$ cat config.mk
export PLATFORM = sky130hd
export DESIGN_NAME = pwm_fade_sched
export DESIGN_NICKNAME = d
export VERILOG_FILES = /design/src/rtl/pwm_fade_sched.sv
export SDC_FILE = /design/constraint.sdc
export NUM_CORES = 1
export LEC_CHECK = 0
export CAP_MARGIN = 20
export CORE_MARGIN = 2
export CORE_UTILIZATION = 30
export DETAILED_ROUTE_END_ITERATION = 8
export PLACE_DENSITY = 0.46
export REMOVE_ABC_BUFFERS = 1
export SYNTH_ARGS = -nofsm -noshare
export SYNTH_HDL_FRONTEND = slang
export SYNTH_SLANG_ARGS = --single-unit
$ cat constraint.sdc
create_clock -name CLK -period 13.95 [get_ports CLK]
set_input_delay 2.79 -clock CLK [delete_from_list [all_inputs] [get_ports CLK]]
set_output_delay 2.79 -clock CLK [all_outputs]
set_load 0.02 [all_outputs]
$ cat src/rtl/pwm_fade_sched.sv
// ---------------------------------------------------------------------------
// pwm_fade_sched
//
// Scheduler between the PIO configuration registers and the PWM
// counter/compare datapath. Owns the period and duty values fed to the
// datapath. Those values change only on PERIOD_END, so the compare never
// glitches mid-period. Runs automatic duty fades (breathe, sawtooth) and
// toggles output enable from a debounced push button.
//
// Ports:
//   CLK         system clock
//   RST         synchronous active-high reset
//   PUSH        raw push button, active-low, asynchronous to CLK
//   CFG_PERIOD  requested PWM period
//   CFG_DUTY    requested duty for static mode
//   CFG_STEP    duty change per PWM period in fade modes
//   CFG_HOLD    extra periods to dwell at each extreme
//   CFG_MODE    00 static, 01 breathe, 10 sawtooth, 11 static
//   CFG_LOAD    one-cycle pulse, captures CFG_* into the shadow set
//   PERIOD_END  one-cycle pulse from the datapath at counter clear
//   PERIOD_OUT  active period (0 is driven as 1)
//   DUTY_OUT    active duty / compare value
//   ACTIVE      output enable state
//   STATE       FSM state, for debug
// ---------------------------------------------------------------------------
module pwm_fade_sched #(
    parameter int WIDTH      = 28,
    parameter int STEP_W     = 16,
    parameter int HOLD_W     = 8,
    parameter int DEB_CYCLES = 500000,
    parameter int RST_PERIOD = 50000
) (
    input  logic              CLK,
    input  logic              RST,
    input  logic              PUSH,
    input  logic [WIDTH-1:0]  CFG_PERIOD,
    input  logic [WIDTH-1:0]  CFG_DUTY,
    input  logic [STEP_W-1:0] CFG_STEP,
    input  logic [HOLD_W-1:0] CFG_HOLD,
    input  logic [1:0]        CFG_MODE,
    input  logic              CFG_LOAD,
    input  logic              PERIOD_END,
    output logic [WIDTH-1:0]  PERIOD_OUT,
    output logic [WIDTH-1:0]  DUTY_OUT,
    output logic              ACTIVE,
    output logic [2:0]        STATE
);

    typedef enum logic [2:0] {
        S_IDLE      = 3'd0,
        S_STATIC    = 3'd1,
        S_RAMP_UP   = 3'd2,
        S_HOLD_HIGH = 3'd3,
        S_RAMP_DOWN = 3'd4,
        S_HOLD_LOW  = 3'd5
    } state_t;

    localparam logic [1:0] MODE_BREATHE  = 2'b01;
    localparam logic [1:0] MODE_SAWTOOTH = 2'b10;

    // Arithmetic width wide enough for duty + step without overflow,
    // whichever of WIDTH / STEP_W is larger.
    localparam int AW = ((WIDTH > STEP_W) ? WIDTH : STEP_W) + 1;

    localparam int              DEB_W    = $clog2(DEB_CYCLES + 1);
    localparam logic [DEB_W-1:0] DEB_LAST = DEB_W'(DEB_CYCLES - 1);

    // A zero period would stall the datapath counter; drive it as 1.
    function automatic logic [WIDTH-1:0] eff_period(input logic [WIDTH-1:0] p);
        return (p == '0) ? WIDTH'(1) : p;
    endfunction

    function automatic logic [WIDTH-1:0] clamp_duty(input logic [WIDTH-1:0] d,
                                                    input logic [WIDTH-1:0] p);
        return (d > p) ? p : d;
    endfunction

    function automatic logic is_fade(input logic [1:0] m);
        return (m == MODE_BREATHE) || (m == MODE_SAWTOOTH);
    endfunction

    // ------------------------------------------------------------------
    // Button: 2-FF synchroniser, level debouncer, press edge detect
    // ------------------------------------------------------------------
    logic             push_meta, push_sync;
    logic [DEB_W-1:0] deb_cnt;
    logic             deb_stable, deb_stable_d;
    logic             active_q;
    logic             press;

    assign press = deb_stable_d & ~deb_stable;

    // NOTE: sequential state uses non-blocking assignments so every register
    // samples pre-edge values regardless of statement order.
    always_ff @(posedge CLK) begin
        if (RST) begin
            push_meta    <= 1'b1;
            push_sync    <= 1'b1;
            deb_cnt      <= '0;
            deb_stable   <= 1'b1;
            deb_stable_d <= 1'b1;
            active_q     <= 1'b0;
        end else begin
            push_meta    <= PUSH;
            push_sync    <= push_meta;
            deb_stable_d <= deb_stable;
            if (push_sync != deb_stable) begin
                if (deb_cnt == DEB_LAST) begin
                    deb_stable <= push_sync;
                    deb_cnt    <= '0;
                end else begin
                    deb_cnt <= deb_cnt + 1'b1;
                end
            end else begin
                deb_cnt <= '0;
            end
            // Only a press (stable 1->0) toggles; release is ignored.
            active_q <= active_q ^ press;
        end
    end

    // ------------------------------------------------------------------
    // Shadow and active configuration sets
    // ------------------------------------------------------------------
    logic [WIDTH-1:0]  sh_period, sh_duty;
    logic [STEP_W-1:0] sh_step;
    logic [HOLD_W-1:0] sh_hold;
    logic [1:0]        sh_mode;
    logic              pending;

    logic [WIDTH-1:0]  act_period, act_duty;
    logic [STEP_W-1:0] act_step;
    logic [HOLD_W-1:0] act_hold;
    logic [1:0]        act_mode;

    logic apply;
    // Uses the shadow as it stood before any same-cycle CFG_LOAD capture.
    assign apply = PERIOD_END & pending;

    always_ff @(posedge CLK) begin
        if (RST) begin
            sh_period  <= '0;
            sh_duty    <= '0;
            sh_step    <= '0;
            sh_hold    <= '0;
            sh_mode    <= 2'b00;
            pending    <= 1'b0;
            act_period <= WIDTH'(RST_PERIOD);
            act_duty   <= '0;
            act_step   <= '0;
            act_hold   <= '0;
            act_mode   <= 2'b00;
        end else begin
            if (apply) begin
                act_period <= sh_period;
                act_duty   <= sh_duty;
                act_step   <= sh_step;
                act_hold   <= sh_hold;
                act_mode   <= sh_mode;
            end
            if (CFG_LOAD) begin
                sh_period <= CFG_PERIOD;
                sh_duty   <= CFG_DUTY;
                sh_step   <= CFG_STEP;
                sh_hold   <= CFG_HOLD;
                sh_mode   <= CFG_MODE;
            end
            // A capture coinciding with an apply leaves new values pending.
            if (CFG_LOAD)
                pending <= 1'b1;
            else if (PERIOD_END)
                pending <= 1'b0;
        end
    end

    // ------------------------------------------------------------------
    // Fade FSM, evaluated only on PERIOD_END
    // ------------------------------------------------------------------
    state_t            state_q, state_d;
    logic [WIDTH-1:0]  duty_q, duty_d;
    logic [HOLD_W-1:0] hold_q, hold_d;

    logic [WIDTH-1:0] period_eff;
    logic [AW-1:0]    duty_x, step_x, period_x, sum_x;

    assign period_eff = eff_period(act_period);
    assign duty_x     = AW'(duty_q);
    assign step_x     = AW'(act_step);
    assign period_x   = AW'(period_eff);
    assign sum_x      = duty_x + step_x;

    always_ff @(posedge CLK) begin
        if (RST) begin
            state_q <= S_IDLE;
            duty_q  <= '0;
            hold_q  <= '0;
        end else begin
            state_q <= state_d;
            duty_q  <= duty_d;
            hold_q  <= hold_d;
        end
    end

    // NOTE: every always_comb output is defaulted first so no path through
    // the case leaves a variable unassigned and infers a latch.
    always_comb begin
        state_d = state_q;
        duty_d  = duty_q;
        hold_d  = hold_q;
        if (PERIOD_END) begin
            if (apply) begin
                // Restart from IDLE on the new set; ACTIVE=0 forces duty 0.
                state_d = S_IDLE;
                hold_d  = '0;
                if (active_q && !is_fade(sh_mode))
                    duty_d = clamp_duty(sh_duty, eff_period(sh_period));
                else
                    duty_d = '0;
            end else if (!active_q) begin
                state_d = S_IDLE;
                duty_d  = '0;
            end else begin
                unique case (state_q)
                    S_IDLE: begin
                        if (is_fade(act_mode)) begin
                            state_d = S_RAMP_UP;
                            duty_d  = '0;
                        end else begin
                            state_d = S_STATIC;
                            duty_d  = clamp_duty(act_duty, period_eff);
                        end
                    end
                    S_STATIC: begin
                        duty_d = clamp_duty(act_duty, period_eff);
                    end
                    S_RAMP_UP: begin
                        if (sum_x >= period_x) begin
                            duty_d  = period_eff;
                            hold_d  = act_hold;
                            state_d = S_HOLD_HIGH;
                        end else begin
                            duty_d = WIDTH'(sum_x);
                        end
                    end
                    S_HOLD_HIGH: begin
                        if (hold_q == '0) begin
                            if (act_mode == MODE_SAWTOOTH) begin
                                state_d = S_RAMP_UP;
                                duty_d  = '0;
                            end else begin
                                state_d = S_RAMP_DOWN;
                            end
                        end else begin
                            hold_d = hold_q - 1'b1;
                        end
                    end
                    S_RAMP_DOWN: begin
                        if (duty_x <= step_x) begin
                            duty_d  = '0;
                            hold_d  = act_hold;
                            state_d = S_HOLD_LOW;
                        end else begin
                            duty_d = WIDTH'(duty_x - step_x);
                        end
                    end
                    S_HOLD_LOW: begin
                        if (hold_q == '0)
                            state_d = S_RAMP_UP;
                        else
                            hold_d = hold_q - 1'b1;
                    end
                    default: begin
                        state_d = S_IDLE;
                        duty_d  = '0;
                    end
                endcase
            end
        end
    end

    assign PERIOD_OUT = period_eff;
    assign DUTY_OUT   = duty_q;
    assign ACTIVE     = active_q;
    assign STATE      = state_q;

endmodule

Word-level counts from Yosys, hierarchy flattened. Index checks and enable logic that the tools add are counted.

Word-level logic and storage cells: 101. Flip-flop bits (word level): 228. Output and inout bits: 60.

Mux-type cells: 30. Reduce and logical (&&, ||, !) cells: 17. Bitwise operators: 5. Add/subtract/negate cells: 4. Order comparisons: 4. Equality and inequality tests: 21.

Operators with widths (count): $mux W28 (12); $pmux W28 S6 (1); $gt A28 B28 Y1 (2); $logic_not A28 Y1 (2); $mux W8 (5); $add A28 B16 Y29 (1); $ge A29 B28 Y1 (1); $le A28 B16 Y1 (1); $sub A28 B16 Y28 (1); $pmux W8 S3 (1); $mux W3 (7); $ne A4 B4 Y1 const B (5); $add A19 B1 Y19 const B (1); $eq A19 B19 Y1 const B (1); $pmux W3 S6 (1); $ne A3 B3 Y1 const B (5); $reduce_and A6 Y1 (2); $logic_not A8 Y1 (1); $sub A8 B1 Y8 const B (1); $eq A3 B2 Y1 const B (2); $eq A3 B3 Y1 const B (2); $eq A2 B1 Y1 const B (2); $eq A2 B2 Y1 const B (2); $reduce_and A4 Y1 (1); other kinds (16) (21).

Logic depth before layout (Yosys ltp). Gate-level depths: netlist of the first run.

Depth after elaboration: 8. Gate-level depth with buffers: 21. Depth with buffers taken out: 19.

Worst setup path before layout of the first run. OpenSTA, ideal clock, no wires.

Kind: flip-flop to flip-flop. Start: register duty_q[6], in the netlist DUTY_OUT[6]. End: register duty_q[15], in the netlist DUTY_OUT[15]. Arrival: 4.617 ns. Path buffers: 2. Library setup time: 0.134 ns. Path slack: 9.199 ns. Stages on the path, launching flop included: 21. Required time: 13.816 ns. Cell sequence: dfxtp_1 -> ha_1 -> clkbuf_1 -> nor2b_1 -> a2111o_1 -> o211ai_1 -> nor4bb_1 -> nor2_1 -> nand2_1 -> xnor2_1 -> ha_1 -> nand4_1 -> o211ai_1 -> a31oi_1 -> o22ai_1 -> a221oi_1 -> and3_1 -> buf_2 -> mux2_2 -> a222oi_1 -> o22ai_1.

Longest elaborated chain between the ends: 6. Elaborated cells on any way between the ends: 9.

RTL lines: start, declared (line 180) `logic [WIDTH-1:0] duty_q, duty_d;`; start signal, assigned (line 199) `duty_q <= duty_d;`; $add A28 B16 Y29 (line 190) `assign sum_x = duty_x + step_x;`; $ge A29 B28 Y1 (line 237) `if (sum_x >= period_x) begin`; $mux W28 (line 237); $pmux W28 S6 * (line 223) `unique case (state_q)`; $mux W28 * (line 219) `end else if (!active_q) begin`; $mux W28 * (line 211) `if (apply) begin`.

Every way passes the cells marked *; elsewhere a longest branch is shown, timed or not. A chain may end at the register's enable or synchronous reset.

Worst setup path after layout of the first run.
Start: register act_period[14]. End: output PERIOD_OUT[0].

Longest elaborated chain between the ends: 2.

RTL lines: start, declared (line 131) `logic [WIDTH-1:0] act_period, act_duty;`; start signal, assigned (line 148) `act_period <= WIDTH'(RST_PERIOD);`; start signal, assigned (line 155) `act_period <= sh_period;`; $logic_not A28 Y1 (line 70) `return (p == '0) ? WIDTH'(1) : p;`; $mux W28 (line 70); end, declared (line 43) `output logic [WIDTH-1:0] PERIOD_OUT,`.

Every way passes these cells.

==> results of run 1 <==
-- synth_stat cells (14+ instances only) --
| cell | count |
|---|---|
| o21ai_1 | 23 |
| nand2_1 | 218 |
| xor2_1 | 26 |
| inv_1 | 93 |
| xnor2_1 | 40 |
| mux2_2 | 20 |
| a21oi_1 | 154 |
| nor3_1 | 26 |
| dfxtp_1 | 228 |
| a22oi_1 | 15 |
| o21ai_0 | 34 |
| nand3_1 | 32 |
| and3_1 | 17 |
| buf_1 | 16 |
| clkbuf_1 | 92 |
| a21o_1 | 23 |
| ha_1 | 120 |
| nand4_1 | 21 |
| nor2_1 | 190 |
| nor4_1 | 21 |
| a211oi_1 | 14 |
| mux2i_1 | 110 |
-- sequential cells by signal, summed over array words and instances, names as in the netlist, 2 cells and up --
name / flops
DUTY_OUT: 28
STATE: 3
act_duty: 28
act_hold: 8
act_mode: 2
act_period: 28
act_step: 16
deb_cnt: 19
hold_q: 8
sh_duty: 28
sh_hold: 8
sh_mode: 2
sh_period: 28
sh_step: 16
-- worst max-delay path: cells and delay by family, from the launching register on --
family,cells,cell delay (ps)
simple gates,2,870
buf+inv,1,740
compound gates,1,670
flops,1,410
-- cell type report --
type                            count  area [µm²]  share of cell area
Clock buffer                       40       859.6             0.05028
Clock inverter                     14       156.4            0.009149
Inverter                           94       352.8             0.02064
Multi-Input combinational cell   1307        8825              0.5162
Sequential cell                   228        4564              0.2670
Tap cell                          607       759.5             0.04443
Timing Repair Buffer              159        1578             0.09229
-- routing by layer --
metal	GRT usage	vias up	routed length (µm)
li1	-	6315	-
met3	0.03114	89	2273
met5	0	-	0
met2	0.3210	300	22440
met4	0.05754	0	1491
met1	0.2618	6213	22780
-- where the power goes --
| group | switching, mW | internal, mW |
|---|---|---|
| Sequential | 0.0260 | 0.672 |
| Clock | 0.314 | 0.485 |
| Combinational | 0.151 | 0.113 |
-- cell families after synthesis --
group / Yosys count / share of synthesized area
flip-flops: 228 / 0.3201
AND/OR/NAND/NOR: 584 / 0.1848
multiplexers: 131 / 0.09379
XOR/XNOR: 66 / 0.04053
buffers and inverters: 221 / 0.06229
adder cells (fa/ha/maj): 123 / 0.1088
AO/OA/AOI/OAI: 403 / 0.1898
-- worst paths after layout --
check / start / end / slack (ps) / depth (start not counted)
setup / recovery: act_period[14] / PERIOD_OUT[0] / 7880 / 4
hold / removal: push_meta / push_sync / 410 / 1
setup reg to reg: DUTY_OUT[0] / DUTY_OUT[0] / 7930 / 19
hold reg to reg: push_meta / push_sync / 410 / 1
==> flow_summary.ini, run 1 <==
[global_routing]
grt_pass1_wl_um = 75710
grtUsageTotal = 0.1949
grt_pass1_vias = 12750
overflow = 0
grt_antenna_before_repair = 0
grt_max_degree = 83

[logic_synthesis]
synth_top_area_cell = dfxtp_1
synth_area_per_cell_um2 = 8.121
synth-edff-count = 0
synthFlopType = dfxtp_1
ys_ff_latch = 228
synth_top_area_frac = 0.3201
synth.distinct_cells = 86
netlist_area_um2 = 14260
async_flop_share = 0
synthCells = 1756
yosys_warnings = 0
synthTopCellsByArea = dfxtp_1 32%, ha_1 11%, mux2i_1 7.7%, nand2_1 5.7%, a21oi_1 5.4%
ys_seq_area_frac = 0.3201

[detailed_routing]
route.detailed.drc = 0
wire_per_inst_um = 20.00
viasPerCell = 5.274
final_antenna_net_count = 0
route.vias.total = 12920
drtIter0Drc = 954
firstDrtPassIters = 6
wl_um = 48980

[clocking]
clk_pin_slew_ps = 60
clkLatencyLatePin_ps = 580
post_cts_resized = 0
cts_hold_buf = 0
cts_buffers = 30
htree_levels = 1
cts_sinks = 228
cts_tree = yes
clk_path_buf_depth = 3
root_buffer = clkbuf_16
post_cts_buffers = 0

[cells_and_area]
mostFrequentLayoutCells = 228 x dfxtp_1, 217 x nand2_1, 190 x nor2_1
final_common_cell = dfxtp_1
area_delta_synth_final_pct = 19.87
finalInstanceArea_um2 = 17100
fin_cells = 2449
antenna_cells = 0
fill_cells = 4902
fin_nets = 2029
drive_above_1_share = 0.06352
final_util = 0.3656

[die]
io-pin-count = 147
die_width_um = 222.0
rows = 79
core_um2 = 46750
initial_core_util = 0.3050
die_y_um = 222.0
fp.dieArea_um2 = 49300

[place]
dpl_worst_slack_ps = 7961
place_area_um2 = 16050
dp_hpwl_um = 36730
portBuffers = 146
gp_congestion = 0.8997
dpl.cell_count = 2394

[worst_setup_path]
arrival_ps = 3280
cp.required_ps = 11160
crit_path_cell_trace = nor4_1, nand3_1, o21bai_1, clkdlybuf4s50_1
path_class = flip-flop to output pin
cp-start-kind = flip-flop
cpPeakStageDelay_ps = 740
cp_max_fo = 6
slowest_stage = clkdlybuf4s50_1
cp-end-kind = output pin

[sta]
fin_skew_ps = 19.99
setup_viol = 0
layout_worst_path_cycle_share = 0.4348
slew_violations = 0
hold_viol_final = 0
hold_slack_ps = 409.7
relSlewSlack = 0.2669
tns_ps = 0
rsz0062_at_grt = no
tightest_slew_ps = 1096
fmax_mhz = 164.9
layout_setup_ws_ps = 7884
timing.final.crit_period_ps = 6066

[min_path]
hold_path.class = flip-flop to flip-flop

[status]
status = completed

[power]
worst_ir_drop_vdd_mv = 0.1055
power.total_mw = 1.761
p_leak_nw = 6.849
p_per_area_nw_per_um2 = 103.0

[job]
max_cap_viol_count = 0
Note: power is estimated with default switching activity, not from simulation.
==> run 2: changes to the inputs <==
--- a/config.mk
+++ b/config.mk
@@ -9,7 +9,7 @@
 export CORE_MARGIN = 2
 export CORE_UTILIZATION = 30
 export DETAILED_ROUTE_END_ITERATION = 8
-export PLACE_DENSITY = 0.46
+export PLACE_DENSITY = 0.47
 export REMOVE_ABC_BUFFERS = 1
 export SYNTH_ARGS = -nofsm -noshare
 export SYNTH_HDL_FRONTEND = slang
==> constraint.sdc (replaced) <==
create_clock -name CLK -period 5.4 [get_ports CLK]
set_input_delay 1.08 -clock CLK [delete_from_list [all_inputs] [get_ports CLK]]
set_output_delay 1.08 -clock CLK [all_outputs]
set_load 0.02 [all_outputs]
==> flow_summary.ini, run 2 (synthesis gave the netlist of run 1 again) <==
[clocking]
cts_buffers = 30
clkLatencyLatePin_ps = 580
cts_hold_buf = 0
root_buffer = clkbuf_16
cts_tree = yes
clk_path_buf_depth = 3
clk_pin_slew_ps = 60
htree_levels = 1
cts_sinks = 228

[worst_setup_path]
r2r_setup_slack_ps = 290
r2r_cells = 19
arrival_ps = 5530
cp-end-kind = flip-flop
reg2reg_from = DUTY_OUT[0]
cp.required_ps = 5820
cp_max_fo = 20
cp-start-kind = flip-flop
timing.rr.end = DUTY_OUT[8]
path_class = flip-flop to flip-flop

[cells_and_area]
mostFrequentLayoutCells = 228 x dfxtp_1, 217 x nand2_1, 189 x nor2_1
fin_nets = 2066
area_delta_synth_final_pct = 22.43
fill_cells = 4931
final_common_cell = dfxtp_1
ff_latch_area_um2 = 4564
antenna_cells = 0
drive_above_1_share = 0.08612
multi_input_area_um2 = 8859
final_util = 0.3735

[detailed_routing]
final_antenna_net_count = 0
wl_um = 48870
wire_per_inst_um = 19.64
viasPerCell = 5.184
route.vias.total = 12900
firstDrtPassIters = 5
route.detailed.drc = 0
drtIter0Drc = 822

[power]
worst_ir_drop_vdd_mv = 0.2120
p_leak_nw = 7.049
power.total_mw = 4.636
p_per_area_nw_per_um2 = 265.5

[sta]
timing.final.crit_period_ps = 5112
relSlewSlack = 0.3080
setup_viol = 0
tightest_slew_ps = 1038
hold_slack_ps = 409.6
layout_worst_path_cycle_share = 0.9468
tns_ps = 0
slew_violations = 0
fin_skew_ps = 25.20
fmax_mhz = 195.6
hold_viol_final = 0

[global_routing]
grt_pass1_vias = 12550
grt_antenna_before_repair = 0
overflow = 0
grt_pass1_wl_um = 74660
grtUsageTotal = 0.1925
grt_max_degree = 80

[die]
fp.dieArea_um2 = 49300
die_width_um = 222.0
initial_core_util = 0.3050
io-pin-count = 147
core_um2 = 46750
rows = 79
die_y_um = 222.0

[min_path]
hp-start = push_meta
whs_endpoint = push_sync
whs_path_depth = 1
hold_path.class = flip-flop to flip-flop

[place]
gp_congestion = 0.9089
portBuffers = 146
dp_hpwl_um = 37170

[job]
max_cap_viol_count = 0

[status]
status = completed
==> run 2: through the flow <==
step | cell area (µm²) | cells | setup slack, ps
2_1_floorplan | 13730 | 1629 | 396.6
4_1_cts | 17380 | 2484 | 27.32
5_1_grt | 17460 | 2488 | -2.236
6_report | 17460 | 2488 | 287.5
3_3_place_gp | 16310 | 2427 | 119.2
3_5_place_dp | 16320 | 2428 | 62.80
==> run 2: metal layers <==
| metal | track usage | up-vias | share of wire |
|---|---|---|---|
| met5 | 0 | - | 0 |
| met1 | 0.2616 | 6098 | 0.46 |
| met2 | 0.3143 | 333 | 0.45 |
| li1 | - | 6410 | - |
| met4 | 0.04119 | 0 | 0.020 |
| met3 | 0.03896 | 57 | 0.064 |
==> run 2: worst max path at each step <==
stage	from	cells after the start	endpoint	slack, ps
3_5_place_dp	DUTY_OUT[0]	20	hold_q[2]	60
6_report	DUTY_OUT[0]	19	DUTY_OUT[8]	290
4_1_cts	DUTY_OUT[0]	19	DUTY_OUT[0]	30
3_3_place_gp	DUTY_OUT[0]	20	DUTY_OUT[11]	120
5_1_grt	DUTY_OUT[10]	19	DUTY_OUT[1]	-2
2_1_floorplan	DUTY_OUT[0]	18	DUTY_OUT[19]	400
==> run 2: final cells by class <==
| cell class | instances | share of cell area |
|---|---|---|
| multi-input cells | 1307 | 0.5073 |
| flip-flops and latches | 228 | 0.2614 |
| repair buffers | 196 | 0.1066 |
| clock buffers | 43 | 0.05102 |
| well taps | 607 | 0.04350 |
| inverters | 94 | 0.02021 |
| clock inverters | 13 | 0.009961 |
==> run 2: critical path, stage by stage, from the launching register on <==
cell and delay, ps:
dfxtp_1 340, ha_1 230, fa_1 400, nor2b_1 170
o311ai_2 320, a21oi_1 180, or3_1 440, a21oi_2 280
nand2b_1 160, xnor2_1 80, ha_1 320, nand4_1 200
a2111oi_0 400, o31ai_1 150, a21o_1 220, and3_2 230
buf_12 170, mux2_2 280, a222oi_1 270, o22ai_1 110
==> run 2: what timing repair did <==
item / 4_1_cts / 5_1_grt
endpoints found under the setup margin: 0 / 36
setup buffers: 0 / 4
resized for setup: 0 / 10
==> run 2: where the power goes <==
group          internal (mW)  switching, mW  total (mW)
Sequential              1.74         0.0628        1.80
Combinational          0.303          0.391       0.694
Clock                   1.33          0.813        2.14
Total                   3.37           1.27        4.64
==> run 3: changes to the inputs <==
--- a/config.mk
+++ b/config.mk
@@ -5,6 +5,7 @@
 export SDC_FILE = /design/constraint.sdc
 export NUM_CORES = 1
 export LEC_CHECK = 0
+export ABC_CLOCK_PERIOD_IN_PS = 5400
 export CAP_MARGIN = 20
 export CORE_MARGIN = 2
 export CORE_UTILIZATION = 30
==> results of run 3 <==
Final layout, timing and power as in run 2 (identical DEF).
